[config.mk]
export PLATFORM = sky130hd
export DESIGN_NAME = plab5_mcore_mem_arbiter
export DESIGN_NICKNAME = d
export VERILOG_FILES = /design/src/rtl/plab5_mcore_mem_arbiter.sv
export SDC_FILE = /design/constraint.sdc
export NUM_CORES = 1
export LEC_CHECK = 0
export CAP_MARGIN = 0
export CORE_AREA = 2 2 150 152
export DETAILED_ROUTE_END_ITERATION = 12
export DIE_AREA = 0 0 152 154
export SYNTH_ARGS = -nofsm -noshare
export SYNTH_HDL_FRONTEND = slang
export SYNTH_SLANG_ARGS = --single-unit
export TNS_END_PERCENT = 10
[constraint.sdc]
create_clock -name clk -period 1.6 [get_ports clk]
set_input_delay 0.24 -clock clk [delete_from_list [all_inputs] [get_ports clk]]
set_output_delay 0.24 -clock clk [all_outputs]
set_load 0.1 [all_outputs]
[src/rtl/plab5_mcore_mem_arbiter.sv]
// Two-requester memory arbiter: round-robin or domain-priority grant, one transaction outstanding.
// Latency: memreq issues one cycle after a request is seen in IDLE; one idle cycle between transactions.
// Backpressure: the grant is held in REQ until memreq_rdy; the response waits on the owner's resp rdy.
// Optional PLAB5_MCORE_MEM_ARB_TIMEOUT_EN adds an 8-bit WAIT watchdog and the timeout_err output.

`ifndef VC_MEM_REQ_MSG_NBITS
`define VC_MEM_REQ_MSG_NBITS(o_, a_, d_) (3 + (o_) + (a_) + $clog2((d_) / 8) + (d_))
`endif
`ifndef VC_MEM_RESP_MSG_NBITS
`define VC_MEM_RESP_MSG_NBITS(o_, d_) (3 + (o_) + 2 + $clog2((d_) / 8) + (d_))
`endif

module plab5_mcore_mem_arbiter #(
    parameter int p_mem_opaque_nbits = 8,
    parameter int p_mem_addr_nbits   = 32,
    parameter int p_mem_data_nbits   = 32,
    localparam int rq = `VC_MEM_REQ_MSG_NBITS(p_mem_opaque_nbits, p_mem_addr_nbits, p_mem_data_nbits),
    localparam int rs = `VC_MEM_RESP_MSG_NBITS(p_mem_opaque_nbits, p_mem_data_nbits)
) (
    input  logic          clk,
    input  logic          reset,
    input  logic          mode,
    input  logic [rq-1:0] req0_msg,
    input  logic [rq-1:0] req1_msg,
    input  logic          req0_val,
    input  logic          req1_val,
    output logic          req0_rdy,
    output logic          req1_rdy,
    input  logic          req0_domain,
    input  logic          req1_domain,
    output logic [rq-1:0] memreq_msg,
    output logic          memreq_val,
    input  logic          memreq_rdy,
    output logic          memreq_domain,
    input  logic [rs-1:0] memresp_msg,
    input  logic          memresp_val,
    output logic          memresp_rdy,
    output logic [rs-1:0] resp0_msg,
    output logic [rs-1:0] resp1_msg,
    output logic          resp0_val,
    output logic          resp1_val,
    input  logic          resp0_rdy,
    input  logic          resp1_rdy,
    output logic          resp0_domain,
    output logic          resp1_domain
`ifdef PLAB5_MCORE_MEM_ARB_TIMEOUT_EN
    ,
    output logic          timeout_err
`endif
);

    typedef enum logic [1:0] {
        ST_IDLE = 2'd0,
        ST_REQ  = 2'd1,
        ST_WAIT = 2'd2
    } state_t;

    state_t r_state;
    logic   r_owner;
    logic   r_ptr;
    logic   r_dom;

    logic   w_win;
    logic   w_in_req;
    logic   w_in_wait;
    logic   w_owner_resp_rdy;
    logic   w_resp_hs;

`ifdef PLAB5_MCORE_MEM_ARB_TIMEOUT_EN
    logic [7:0] r_cnt;
    logic       w_timeout;
`endif

    // Winner selection: a lone requester wins; in mode 1 a secure requester beats a non-secure one; ties go to the pointer.
    always_comb begin
        w_win = r_ptr;
        if (req0_val && !req1_val) begin
            w_win = 1'b0;
        end else if (req1_val && !req0_val) begin
            w_win = 1'b1;
        end else if (mode && (req0_domain != req1_domain)) begin
            w_win = req1_domain;
        end
    end

    // Reset masks every handshake output so an abandoned transaction never completes on the reset cycle.
    assign w_in_req         = (r_state == ST_REQ) && !reset;
    assign w_in_wait        = (r_state == ST_WAIT) && !reset;
    assign w_owner_resp_rdy = r_owner ? resp1_rdy : resp0_rdy;
    assign w_resp_hs        = w_in_wait && memresp_val && w_owner_resp_rdy;

`ifdef PLAB5_MCORE_MEM_ARB_TIMEOUT_EN
    assign w_timeout   = w_in_wait && !w_resp_hs && (r_cnt == 8'hFF);
    assign timeout_err = w_timeout;
    // In IDLE a late response from a timed-out transaction is swallowed.
    assign memresp_rdy = (w_in_wait && w_owner_resp_rdy) || ((r_state == ST_IDLE) && !reset);
`else
    assign memresp_rdy = w_in_wait && w_owner_resp_rdy;
`endif

    assign memreq_val    = w_in_req;
    assign memreq_msg    = r_owner ? req1_msg : req0_msg;
    assign memreq_domain = (r_state == ST_REQ) ? r_dom : 1'b0;
    assign req0_rdy      = w_in_req && !r_owner && memreq_rdy;
    assign req1_rdy      = w_in_req &&  r_owner && memreq_rdy;

    assign resp0_msg     = memresp_msg;
    assign resp1_msg     = memresp_msg;
    assign resp0_val     = w_in_wait && !r_owner && memresp_val;
    assign resp1_val     = w_in_wait &&  r_owner && memresp_val;
    assign resp0_domain  = (r_state == ST_WAIT) ? r_dom : 1'b0;
    assign resp1_domain  = (r_state == ST_WAIT) ? r_dom : 1'b0;

    // Transaction FSM: owner and its domain are captured once at grant and held until the response (or timeout).
    always_ff @(posedge clk) begin
        if (reset) begin
            r_state <= ST_IDLE;
            r_owner <= 1'b0;
            r_ptr   <= 1'b0;
            r_dom   <= 1'b0;
`ifdef PLAB5_MCORE_MEM_ARB_TIMEOUT_EN
            r_cnt   <= 8'd0;
`endif
        end else begin
            case (r_state)
                ST_IDLE: begin
                    if (req0_val || req1_val) begin
                        r_state <= ST_REQ;
                        r_owner <= w_win;
                        r_dom   <= w_win ? req1_domain : req0_domain;
                    end
                end
                ST_REQ: begin
                    if (memreq_rdy) begin
                        r_state <= ST_WAIT;
`ifdef PLAB5_MCORE_MEM_ARB_TIMEOUT_EN
                        r_cnt   <= 8'd0;
`endif
                    end
                end
                ST_WAIT: begin
                    if (w_resp_hs) begin
                        r_state <= ST_IDLE;
                        r_ptr   <= ~r_owner;
                    end
`ifdef PLAB5_MCORE_MEM_ARB_TIMEOUT_EN
                    else if (w_timeout) begin
                        r_state <= ST_IDLE;
                        r_ptr   <= ~r_owner;
                    end else begin
                        r_cnt   <= r_cnt + 8'd1;
                    end
`endif
                end
                default: begin
                    r_state <= ST_IDLE;
                end
            endcase
        end
    end

endmodule

# Word level (Yosys, flattened, before mapping)
# Index checks and enable logic that the tools add are counted.
# classes
n_bitwise	1
n_eq_ne	6
reduce_logical	25
muxes	12
div_mod_pow	0
shifts	0
addsub	0
order_cmp	0
multipliers	0
# ops
operator	count
$mux 77	1
$logic_and 1x1->1	16
$mux 1	7
$mux 2	3
$ne 2x2->1 const B	3
$pmux 2 s3	1
$logic_not 1->1	4
$reduce_and 2->1	2
$reduce_and 3->1	1
$eq 2x1->1 const B	1
$eq 2x2->1 const B	1
$logic_not 2->1	1
$logic_or 1x1->1	1
$ne 1x1->1	1
$not 1->1	1
# totals
n_memories	0
latch_bits	0
output_inout_bits	180
ff_bits	5
ram_bits	0
elab_cells	48
rom_bits	0

# Depth between registers and ports, before layout
# Gate-level depths: netlist of run 1.
# logic_depth
word_depth	6
ltp_mapped	4
mapped_depth_nobuf	3

# Worst setup path after synthesis of run 1
# Ideal clock, no wire load.
# synth_timing
path_kind	register to output
from	register r_state[0]
to	output port req0_rdy
stages_incl_launch_ff	4
path_slack_ns	-2.826
t_arrival_ns	4.186
required_time_ns	1.360
path_cell_list	dfxtp_1 nor3b_1 nand2_1 nor2_1
# synth_via
elab_chain_cells	4
# synth_rtl
element	line	text
start: declaration	58	state_t r_state;
start signal: assignment	117	r_state <= ST_IDLE;
start signal: assignment	128	r_state <= ST_REQ;
start signal: assignment	135	r_state <= ST_WAIT;
$eq 2x1->1	87	assign w_in_req = (r_state == ST_REQ) && !reset;
$logic_and 1x1->1	87	
named net memreq_val	32	output logic memreq_val,
$logic_and 1x1->1 (2 in series)	104	assign req0_rdy = w_in_req && !r_owner && memreq_rdy;
end: declaration	27	output logic req0_rdy,
# The timed path passes the listed nets, and every way through them passes these cells.

# Worst setup path in the final report of run 1
# layout_timing
from	register r_owner
to	output port memreq_msg[1]
# layout_via
elab_chain_cells	1
# layout_rtl
element	line	text
start: declaration	59	logic r_owner;
start signal: assignment	129	r_owner <= w_win;
$mux 77	102	assign memreq_msg = r_owner ? req1_msg : req0_msg;
end: declaration	31	output logic [rq-1:0] memreq_msg,
# Every way passes these cells.

==> impl_metrics.json, run 1 <==
{
  "io_buffers": 250,
  "die_area_um2": 23400,
  "hold_violations": 0,
  "p_int_uw": 2030,
  "async_reset_ff_frac": 0,
  "coreArea_um2": 21700,
  "reg2regPathDepth": 8,
  "start_kind": "flip-flop",
  "worstSetupEndpointType": "output port",
  "clk-insertion-delay-late_ns": 0.23,
  "syn_area_um2": 2000,
  "finalSetupViolCount": 80,
  "cp_slowest_cell": "dfxtp_4",
  "grt_first_pass_wirelength_mm": 17.5,
  "seq_area_frac_synth": 0.0500,
  "gr-usage-all-layers": 0.0984,
  "slew_headroom": 0.749,
  "cts_num_sinks": 5,
  "worstSetupPathType": "reg -> out",
  "layout_commonest_cell": "clkdlybuf4s50_1",
  "post_drt_wl_per_cell_um": 17.8,
  "worst_pin_slew_ns": 0.372,
  "synth_area_per_cell_um2": 8.67,
  "drt-vias-per-instance": 3.39,
  "max_cap_violations": 0,
  "fp.dieW_um": 152,
  "cts_root_buf": "clkbuf_16",
  "whs_ns": 0.460,
  "power_frac_comb": 0.861,
  "cts_buffers": 3,
  "drive_above_1_share": 0.506,
  "die_y_um": 154,
  "arrival_ns": 1.50,
  "power_frac_clock": 0.103,
  "fin_area_um2": 5760,
  "drt_wl_total_mm": 12.2,
  "ios": 392,
  "synth-seq-cells": 5,
  "synth_edf_count": 0,
  "gr-total-overflow": 0,
  "drt-pass1-iter-count": 4,
  "peakVddDrop_uv": 388,
  "slowest_delay_ns": 0.36,
  "syn_inst": 231,
  "cts_htree_levels": 1,
  "path_common_cell": "buf_12",
  "ys_types": 30,
  "most-common-layout-cells": "clkdlybuf4s50_1, buf_12, mux2_4",
  "antenna_found_initial": 3,
  "hold_depth": 2,
  "finalMaxSlewViolations": 0,
  "final_antenna_net_count": 0,
  "vias": 2323,
  "post-dp-hpwl_mm": 9.91,
  "path_clk_slew_ns": 0.03,
  "cp.required_ns": 1.36,
  "post-route-period-util": 1.09,
  "rsz0062_at_grt": "yes",
  "violations": "negative setup slack",
  "synthFlopType": "dfxtp_1",
  "hold_path.class": "in -> reg",
  "p_per_area_nw_per_um2": 708,
  "syn_nets": 443,
  "p_leak_uw": 0.00238,
  "cp_cell_sequence": "buf_12, buf_12, buf_16, mux2_4, buf_12",
  "period_minus_slack_ns": 1.74,
  "start_util": 0.0924,
  "gp_congestion": 0.752,
  "grt_max_degree": 22,
  "post_dp_cell_area_um2": 5100,
  "p_sw_uw": 2060,
  "fill_cells": 2215,
  "grt_pass1_vias": 2574,
  "yosys_warnings": 0,
  "drtIter0Drc": 77,
  "dp_cells": 668,
  "nNetsFinal": 618,
  "rows": 54,
  "antenna_cells": 0,
  "switching_share": 0.504,
  "cts_tree": "built",
  "fin_cells": 685,
  "layout_setup_ws_ns": -0.140,
  "areaGrowthSynthToFinish_pct": 188,
  "cts_buffer_depth": 2,
  "drc": 0,
  "fmax_mhz": 575,
  "hold_buffers": 0,
  "status": "finished with violations",
  "pwr-share-seq": 0.037,
  "skew_ns": 0.000754,
  "path_max_fanout": 8
}
worst max-delay path: cells and delay by family, from the launching register on:
family                 cells  cell delay, ns
buffers and inverters      4            0.59
flip-flops                 1            0.36
multiplexers               1            0.31
final timing paths:
path	start	end	slack [ns]
worst min-delay path	reset	r_state[0]	0.46
worst max register to register	r_owner	r_owner	0.10
worst max-delay path	r_owner	memreq_msg[1]	-0.14
worst min register to register	r_ptr	r_ptr	0.53
cell families after synthesis:
kind of cell           share of synthesized area
buffers and inverters                      0.392
muxes                                      0.438
and+or+nand+nor                           0.0731
AOI/OAI and AO/OA                         0.0475
DFF                                       0.0500
layer usage:
metal | vias up | GRT usage | share of wire
met5 | - | 0 | 0.00099
met4 | 2 | 0.0111 | 0.0059
met3 | 12 | 0.0490 | 0.12
met2 | 196 | 0.158 | 0.47
met1 | 1063 | 0.123 | 0.41
li1 | 1050 | - | -
synth_stat cells (2+ instances only):
| cell type | count | area share |
|---|---|---|
| a21oi_1 | 4 | 0.010 |
| a22oi_1 | 2 | 0.0075 |
| and2_1 | 2 | 0.0062 |
| and3_1 | 2 | 0.0062 |
| buf_2 | 9 | 0.022 |
| buf_4 | 95 | 0.36 |
| dfxtp_1 | 5 | 0.050 |
| inv_1 | 6 | 0.011 |
| mux2_2 | 77 | 0.43 |
| nand2_1 | 3 | 0.0056 |
| nor2_1 | 4 | 0.0075 |
| nor2b_1 | 3 | 0.0094 |
| o311ai_0 | 2 | 0.0087 |
sequential cells by signal (all words and copies together) (netlist names):
| name | flops |
|---|---|
| r_state | 2 |
| r_dom | 1 |
| r_owner | 1 |
| r_ptr | 1 |
power by group through the flow:
stage | logic [µW] | clock network, µW | registers, µW
3_3_place_gp | 3200 | 0 | 157
5_1_grt | 3610 | 442 | 151
2_1_floorplan | 2920 | 0 | 149
3_5_place_dp | 3210 | 0 | 155
6_report | 3510 | 420 | 149
4_1_cts | 3510 | 430 | 150
timing repair:
action                                  CTS  global route
buffers inserted                          8             0
gates resized for setup                  78            16
endpoints found under the setup margin   83            83
cloned                                    5             0
pin swaps                                 2             0
stage by stage:
step           total power, µW  worst slack (ns)  setup TNS (ns)  utilization
6_report                  4080            -0.140           -6.80        0.266
5_1_grt                   4200            -0.189          -10.52        0.266
4_1_cts                   4090            -0.156           -8.66        0.263
3_5_place_dp              3370            -0.265           -1.29        0.235
3_3_place_gp              3360            -0.247           -1.20        0.235
2_1_floorplan             3070            -0.664           -2.36            -
layout make-up:
type	instances	area, µm²	share of cell area
multi-input cells	115	1460	0.253
repair buffers	275	3740	0.650
flip-flops and latches	5	108	0.0187
inverters	6	22.5	0.00391
well taps	280	350	0.0608
clock buffers	4	78.8	0.0137
Power figures use the tool's default switching activity.
==> run 2, diff against run 1 <==
--- a/config.mk
+++ b/config.mk
@@ -9,6 +9,7 @@
 export CORE_AREA = 2 2 150 152
 export DETAILED_ROUTE_END_ITERATION = 12
 export DIE_AREA = 0 0 152 154
+export RECOVER_POWER = 25
 export SYNTH_ARGS = -nofsm -noshare
 export SYNTH_HDL_FRONTEND = slang
 export SYNTH_SLANG_ARGS = --single-unit
==> results of run 2 <==
The final DEF is identical to that of run 1; final timing and power are the same.
